**config.mk**
```make
export PLATFORM = sky130hd
export DESIGN_NAME = adder_result_sink
export DESIGN_NICKNAME = d
export VERILOG_FILES = /design/src/rtl/adder_result_sink.sv
export SDC_FILE = /design/constraint.sdc
export NUM_CORES = 1
export LEC_CHECK = 0
export CAP_MARGIN = 5
export CORE_MARGIN = 4
export CORE_UTILIZATION = 60
export CTS_BUF_LIST = sky130_fd_sc_hd__clkbuf_2
export DETAILED_ROUTE_END_ITERATION = 8
export PLACE_DENSITY = 0.83
export SYNTH_ARGS = -nofsm -noshare
export SYNTH_HDL_FRONTEND = slang
export SYNTH_SLANG_ARGS = --single-unit
```
**constraint.sdc**
```tcl
create_clock -name CLK -period 4.78 [get_ports CLK]
set_clock_uncertainty 0.2 [all_clocks]
set_input_delay 0.956 -clock CLK [delete_from_list [all_inputs] [get_ports CLK]]
set_output_delay 0.956 -clock CLK [all_outputs]
set_load 0.1 [all_outputs]
```
**src/rtl/adder_result_sink.sv**
```systemverilog
// Receive side of the adder datapath: buffers W-bit results in a DEPTH-entry FIFO,
// drains them downstream and keeps a per-frame checksum and beat count.
module adder_result_sink #(
  parameter int W     = 16,
  parameter int DEPTH = 8,
  parameter int CW    = 8
) (
  input  logic                       CLK,
  input  logic                       RST_N,
  input  logic                       clr,
  input  logic                       in_valid,
  input  logic [W-1:0]               in_data,
  input  logic                       in_last,
  output logic                       in_ready,
  output logic                       out_valid,
  output logic [W-1:0]               out_data,
  output logic                       out_last,
  input  logic                       out_ready,
  output logic [$clog2(DEPTH):0]     fill,
  output logic [CW-1:0]              frame_cnt,
  output logic [W-1:0]               checksum,
  output logic                       done
);

  localparam int AW = $clog2(DEPTH);
  localparam logic [AW:0] FULL = (AW+1)'(DEPTH);

  logic [W-1:0]     mem_data [DEPTH];
  logic [DEPTH-1:0] mem_last;
  logic [AW-1:0]    wr_ptr;
  logic [AW-1:0]    rd_ptr;
  logic             push;
  logic             pop;

  // Handshakes: a beat transfers on a posedge where valid and ready are both high.
  // out_valid depends only on registered occupancy; in_ready may look at out_ready so
  // a full FIFO still accepts when its head is being drained in the same cycle.
  assign out_valid = (fill != '0);
  assign in_ready  = (fill < FULL) || (out_valid && out_ready);
  assign push      = in_valid && in_ready;
  assign pop       = out_valid && out_ready;
  assign out_data  = out_valid ? mem_data[rd_ptr] : '0;
  assign out_last  = out_valid && mem_last[rd_ptr];

  // Storage needs no reset: every read is qualified by the occupancy count.
  always_ff @(posedge CLK) begin
    if (push && !clr) begin
      mem_data[wr_ptr] <= in_data;
      mem_last[wr_ptr] <= in_last;
    end
  end

  always_ff @(posedge CLK or negedge RST_N) begin
    if (!RST_N) begin
      wr_ptr    <= '0;
      rd_ptr    <= '0;
      fill      <= '0;
      frame_cnt <= '0;
      checksum  <= '0;
      done      <= 1'b0;
    end else if (clr) begin
      wr_ptr    <= '0;
      rd_ptr    <= '0;
      fill      <= '0;
      frame_cnt <= '0;
      checksum  <= '0;
      done      <= 1'b0;
    end else begin
      if (push) wr_ptr <= wr_ptr + 1'b1;
      if (pop)  rd_ptr <= rd_ptr + 1'b1;
      case ({push, pop})
        2'b10:   fill <= fill + 1'b1;
        2'b01:   fill <= fill - 1'b1;
        default: fill <= fill;
      endcase
      if (push) begin
        // A set done flag means the previous beat closed a frame; this one opens a new one.
        if (done) begin
          checksum  <= in_data;
          frame_cnt <= CW'(1);
        end else begin
          checksum <= checksum + in_data;
          if (frame_cnt != '1) frame_cnt <= frame_cnt + 1'b1;
        end
        done <= in_last;
      end
    end
  end

endmodule
```
==> impl_metrics.py, run 1 <==
metrics = {
    "run_status": {
        "status": "finished clean",
    },
    "logic_synthesis": {
        "synth_nets": 577,
        "ys_ff_latch": 171,
        "netlist_instances": 534,
        "synth_edf_count": 136,
        "yosysWarnings": 0,
        "synthArstFlopShare": 0.205,
        "synth.distinct_cells": 55,
        "netlist_area_sq_um": 7780,
        "syn_area_per_cell_sq_um": 14.6,
        "synth_seq_area_share": 0.637,
        "synthFlopType": "edfxtp_1",
    },
    "clock_tree": {
        "postCtsSetupBuffers": 0,
        "clk_path_buf_depth": 2,
        "cts-resized-gates": 0,
        "cts_inserted_buffers": 17,
        "cts_tree": "done",
        "clock-sinks": 171,
        "cts_root_buf": "clkbuf_2",
        "cts_hold_buf": 0,
        "clkTransAtPathRegs_ns": 0.24,
        "clk_latency_ns": 0.74,
        "h-tree-depth": 4,
    },
    "layout": {
        "stdcell_area_sq_um": 8940,
        "drive_above_1_share": 0.182,
        "diodes": 0,
        "instances_no_fill": 797,
        "layout.nets": 655,
        "area_growth_pct": 14.8,
        "nFillCells": 866,
        "multi_input_area_sq_um": 2750,
        "seqCellArea_sq_um": 4960,
    },
    "critical_path": {
        "end_kind": "output port",
        "reg2reg_depth": 8,
        "worstPathCellList": "buf_12 > mux4_2 > mux2i_1 > nor2_1 > buf_4",
        "cp_slowest_cell": "dfrtp_2",
        "cp_top_family": "flip-flops",
        "crit_fanout": 19,
        "critPathRequiredTime_ns": 3.62,
        "arrival_ns": 2.88,
        "crit_path_start_kind": "flip-flop",
        "r2r-start": "checksum[0]",
        "worst-path-buf-inv": 2,
        "path_class": "reg2out",
        "cpPeakStageDelay_ns": 0.83,
        "reg2reg_slack_ns": 1.93,
        "crit-reg2reg-capture": "checksum[10]",
    },
    "power_and_ir_drop": {
        "power.density_nw_per_um2": 538,
        "peakVddDrop_mv": 0.327,
        "finalPower_mw": 4.81,
        "cellLeakagePower_nw": 3.18,
    },
    "route": {
        "ant_nets": 0,
        "drc_errors": 0,
        "drt_iter0_markers": 412,
        "drt-vias-per-instance": 6.07,
        "via_count": 4835,
        "wl_um": 16600,
        "routedWlPerCell_um": 20.9,
        "dr.pass1.iters": 6,
    },
    "global_routing": {
        "grt_pass1_wl_um": 26900,
        "grt_pass1_vias": 4969,
        "grt_start_max_net_pins": 41,
        "antenna_found_initial": 0,
        "gr-total-overflow": 0,
        "track_usage": 0.244,
    },
    "floorplan": {
        "die_area_sq_um": 14900,
        "rows": 41,
        "initial_core_util": 0.614,
        "ios": 70,
        "die_h_um": 122,
        "die_w_um": 122,
        "core_area_sq_um": 12700,
    },
    "sta": {
        "hold_viol_final": 0,
        "setup_violations": 0,
        "drv_slew": 0,
        "finalCritPeriodShare": 0.843,
        "tightest_slew_ns": 0.985,
        "fmax_ghz": 0.248,
        "fin_crit_ns": 4.03,
        "grt_setup_unrepaired": "false",
        "setup_slack_ns": 0.749,
        "setup_tns_ns": 0,
        "slew_headroom": 0.341,
    },
    "placed_design": {
        "io_buffers": 69,
        "routabilityCongestion": 0.857,
        "placed_cell_area_sq_um": 8720,
        "dp_slack_ns": 0.741,
        "dp_hpwl_um": 10600,
        "dp.cells": 765,
    },
    "job": {
        "max_cap_violations": 0,
    },
    "min_path": {
        "hold_class": "in2async",
    },
}
==> metrics by stage <==
stage,hold WS (ns),util
detailed placement,0.362,0.688
global placement,0.357,0.688
floorplan,0.393,-
global route,0.0144,0.705
finish,0.0688,0.705
CTS,0.0365,0.705
==> cells by family (layout without fill, tap and decap cells) <==
| kind of cell | after synthesis | in the layout | share of synthesized area |
|---|---|---|---|
| and+or+nand+nor | 144 | 144 | 0.0895 |
| DFF | 171 | 171 | 0.637 |
| buffers and inverters | 30 | 121 | 0.0151 |
| AOI/OAI and AO/OA | 91 | 91 | 0.0731 |
| adders and majority gates | 22 | 22 | 0.0360 |
| muxes | 55 | 55 | 0.126 |
| xor gates and xnor gates | 21 | 21 | 0.0236 |
==> state kept, by name, indices dropped and copies added, names as in the netlist <==
name,count
done,1
checksum,16
mem_data,128
rd_ptr,3
frame_cnt,8
mem_last,8
fill,4
wr_ptr,3
==> synth_stat cells, types with 7 or more instances <==
library cell,instances,share of area
a21o_1,7,0.0068
a21oi_1,35,0.023
and3_1,8,0.0064
clkbuf_1,21,0.010
dfrtp_1,35,0.11
edfxtp_1,136,0.52
ha_1,20,0.032
mux2i_1,20,0.026
mux4_2,34,0.098
nand2_1,37,0.018
nand3_1,7,0.0045
nor2_1,52,0.025
nor3_1,8,0.0051
o21ai_0,11,0.0071
xnor2_1,8,0.0090
xor2_1,13,0.015
==> final cells by class <==
| cell class | count | share of cell area |
|---|---|---|
| flip-flops and latches | 171 | 0.555 |
| clock inverters | 13 | 0.0133 |
| well taps | 172 | 0.0241 |
| inverters | 3 | 0.00126 |
| repair buffers | 86 | 0.0874 |
| clock buffers | 19 | 0.0106 |
| multi-input cells | 333 | 0.308 |
==> cells in the final DEF (no fill, tap or decap), types with 6 or more instances in the layout <==
cell	count
clkdlybuf4s50_1	50
xor2_1	13
dfrtp_1	33
and3_1	8
buf_4	34
nor2b_1	6
nor2_1	52
a211oi_1	6
clkbuf_2	19
ha_1	20
edfxtp_1	136
o22ai_1	6
nand2_1	37
xnor2_1	8
a21oi_1	35
a21o_1	7
nand3_1	7
mux4_2	34
o21ai_0	11
mux2i_1	20
==> worst max-delay path by stage <==
stage	from	end	slack, ns	cells after the start
after floorplan	out_ready	mem_data[4][0]	0.54	5
after global placement	in_data[0]	checksum[10]	0.84	9
after detailed placement	in_data[0]	checksum[10]	0.74	9
after CTS	rd_ptr[0]	out_data[7]	0.65	5
after global routing	rd_ptr[0]	out_data[4]	0.47	5
final	rd_ptr[0]	out_data[15]	0.75	5
==> routing by layer <==
layer | vias to the layer above | wire length [um] | track usage
met3 | 24 | 1100 | 0.0576
met5 | - | 0 | 0
met4 | 0 | 286 | 0.0756
met1 | 2394 | 7010 | 0.339
met2 | 186 | 8230 | 0.390
li1 | 2231 | - | -
==> power breakdown <==
part	total (mW)	leakage [nW]	internal [mW]	switching (mW)
combinational	2.29	1.36	0.662	1.63
sequential	1.83	1.69	1.69	0.142
clock	0.685	0.129	0.195	0.490
Power figures use the tool's default switching activity.
==> run 2, diff against run 1 <==
==> constraint.sdc (replaced) <==
create_clock -name CLK -period 4.2 [get_ports CLK]
set_clock_uncertainty 0.2 [all_clocks]
set_input_delay 0.84 -clock CLK [delete_from_list [all_inputs] [get_ports CLK]]
set_output_delay 0.84 -clock CLK [all_outputs]
set_load 0.1 [all_outputs]
==> run 2 against run 1 <==
Effect of this change: first-iteration DRC count increased by 2.9%; non-clock buffer count increased by 5; design area increased by 0.81%; global-route usage increased by 0.60 points; clock power increased by 33%; via count increased by 2.9%; setup slack got worse by 0.31 ns; sequential share of layout area decreased by 0.43 points; die area unchanged; largest cell class unchanged; largest power group unchanged.
==> impl_metrics.py, run 2 (synthesis results as in run 1) <==
metrics = {
    "layout": {
        "largest_reg_flops": 128,
        "reg_top3": "mem_data: 128 flops, checksum: 16 flops",
        "stdcell_area_sq_um": 9010,
        "drive_above_1_share": 0.187,
        "final_cell_mix": "edfxtp_1, nor2_1, clkdlybuf4s50_1",
        "area_growth_pct": 15.7,
        "top_register": "mem_data",
        "instances_no_fill": 803,
        "final_common_cell": "edfxtp_1",
        "layout.nets": 660,
    },
    "clock_tree": {
        "cts_tree": "done",
        "clkTransAtPathRegs_ns": 0.22,
        "cts_inserted_buffers": 17,
        "h-tree-depth": 4,
        "clk_path_buf_depth": 2,
        "postCtsSetupBuffers": 0,
        "clk_latency_ns": 0.72,
        "cts_root_buf": "clkbuf_2",
        "clock-sinks": 171,
    },
    "critical_path": {
        "crit-reg2reg-capture": "checksum[10]",
        "crit_path_start_kind": "flip-flop",
        "reg2reg_slack_ns": 1.37,
        "critPathRequiredTime_ns": 3.16,
        "end_kind": "output port",
        "path_class": "reg2out",
        "worstPathCellList": "buf_4 > mux4_2 > mux2i_1 > nor2_1 > buf_4",
        "r2r-start": "checksum[0]",
        "cpMostUsedCell": "buf_4",
        "crit_fanout": 17,
        "cp_slowest_cell": "dfrtp_4",
        "arrival_ns": 2.73,
        "cpPeakStageDelay_ns": 0.69,
        "reg2reg_depth": 8,
    },
    "route": {
        "routedWlPerCell_um": 21.6,
        "dr.pass1.iters": 7,
        "drt-vias-per-instance": 6.19,
        "wl_um": 17300,
        "drt_iter0_markers": 424,
        "drc_errors": 0,
        "via_count": 4974,
        "ant_nets": 0,
    },
    "placed_design": {
        "io_buffers": 69,
        "dp_hpwl_um": 11300,
        "routabilityCongestion": 0.894,
        "dp.cells": 769,
        "placed_cell_area_sq_um": 8730,
    },
    "min_path": {
        "hold_end": "rd_ptr[1]",
        "hold_depth": 2,
        "hold_class": "reg2reg",
        "hp-start": "rd_ptr[1]",
    },
    "global_routing": {
        "track_usage": 0.250,
        "grt_start_max_net_pins": 36,
        "antenna_found_initial": 1,
        "grt_pass1_wl_um": 27500,
        "gr-total-overflow": 0,
        "grt_pass1_vias": 5087,
    },
    "sta": {
        "whs_ns": 0.379,
        "finalCritPeriodShare": 0.897,
        "slew_headroom": 0.343,
        "fmax_ghz": 0.266,
        "hold_viol_final": 0,
        "tightest_slew_ns": 0.983,
        "fin_crit_ns": 3.77,
        "drv_slew": 0,
        "setup_violations": 0,
        "grt_setup_unrepaired": "false",
    },
    "job": {
        "max_cap_violations": 0,
    },
    "power_and_ir_drop": {
        "power.density_nw_per_um2": 622,
        "peakVddDrop_mv": 0.430,
        "cellLeakagePower_nw": 3.23,
    },
    "floorplan": {
        "die_area_sq_um": 14900,
        "rows": 41,
        "ios": 70,
        "die_h_um": 122,
        "core_area_sq_um": 12700,
        "initial_core_util": 0.614,
        "die_w_um": 122,
    },
    "run_status": {
        "status": "finished clean",
    },
}
-- run 2: cell types whose count changed in the layout (fill, tap and decap cells not counted), moves of 2 or more --
cell,before,now
clkdlybuf4s50_1,50,48
dfrtp_2,2,0
bufinv_16,1,3
buf_4,34,41
-- run 2: critical path, delay by kind of cell (launching register included) --
kind,cells,cell delay (ns)
buf+inv,2,0.53
flops,1,0.69
mux,2,0.72
simple gates,1,0.06
-- run 2: power breakdown --
part | switching, mW | internal (mW) | leakage, nW | total [mW]
Sequential | 0.128 | 1.92 | 1.70 | 2.05
Combinational | 1.89 | 0.753 | 1.38 | 2.64
Clock | 0.572 | 0.338 | 0.150 | 0.911
-- run 2: what timing repair did --
| action | CTS | global route |
|---|---|---|
| setup endpoints to repair | 0 | 1 |
| endpoints found under the hold margin | 35 | 0 |
| gates resized for setup | 0 | 1 |
| hold buffers | 1 | 0 |
-- run 2: area by class of cell --
class                   instances  area, sq um
diodes                          1         2.50
clock buffers                  18         90.1
clock inverters                14          170
fillers                       855         3660
inverters                       3         11.3
multi-input cells             333         2750
flip-flops and latches        171         4960
well taps                     172          215
repair buffers                 91          803
-- run 2: metal layers --
layer  up-vias  GRT usage  part of all wire
met4         0     0.0882             0.020
met5         -          0                 0
met3        30     0.0487             0.074
li1       2231          -                 -
met1      2480      0.336              0.40
met2       233      0.413              0.50
-- run 2: how the worst max path moves through the flow --
stage | from | to | slack (ns) | depth (start not counted)
finish | rd_ptr[0] | out_data[15] | 0.43 | 5
global route | rd_ptr[0] | out_data[9] | 0.13 | 5
CTS | rd_ptr[0] | out_data[9] | 0.16 | 5
detailed placement | in_data[0] | checksum[10] | 0.31 | 9
global placement | in_data[0] | checksum[10] | 0.34 | 9
floorplan | fill[3] | mem_data[4][0] | -0.02 | 5
-- run 2: per-stage QoR --
stage	power, mW	util	TNS [ns]	setup WS, ns
6_report	5.60	0.711	0	0.434
5_1_grt	5.85	0.711	0	0.127
4_1_cts	5.64	0.711	0	0.164
3_5_place_dp	4.74	0.689	0	0.310
3_3_place_gp	4.69	0.689	0	0.342
2_1_floorplan	4.13	-	-1.01	-0.0198
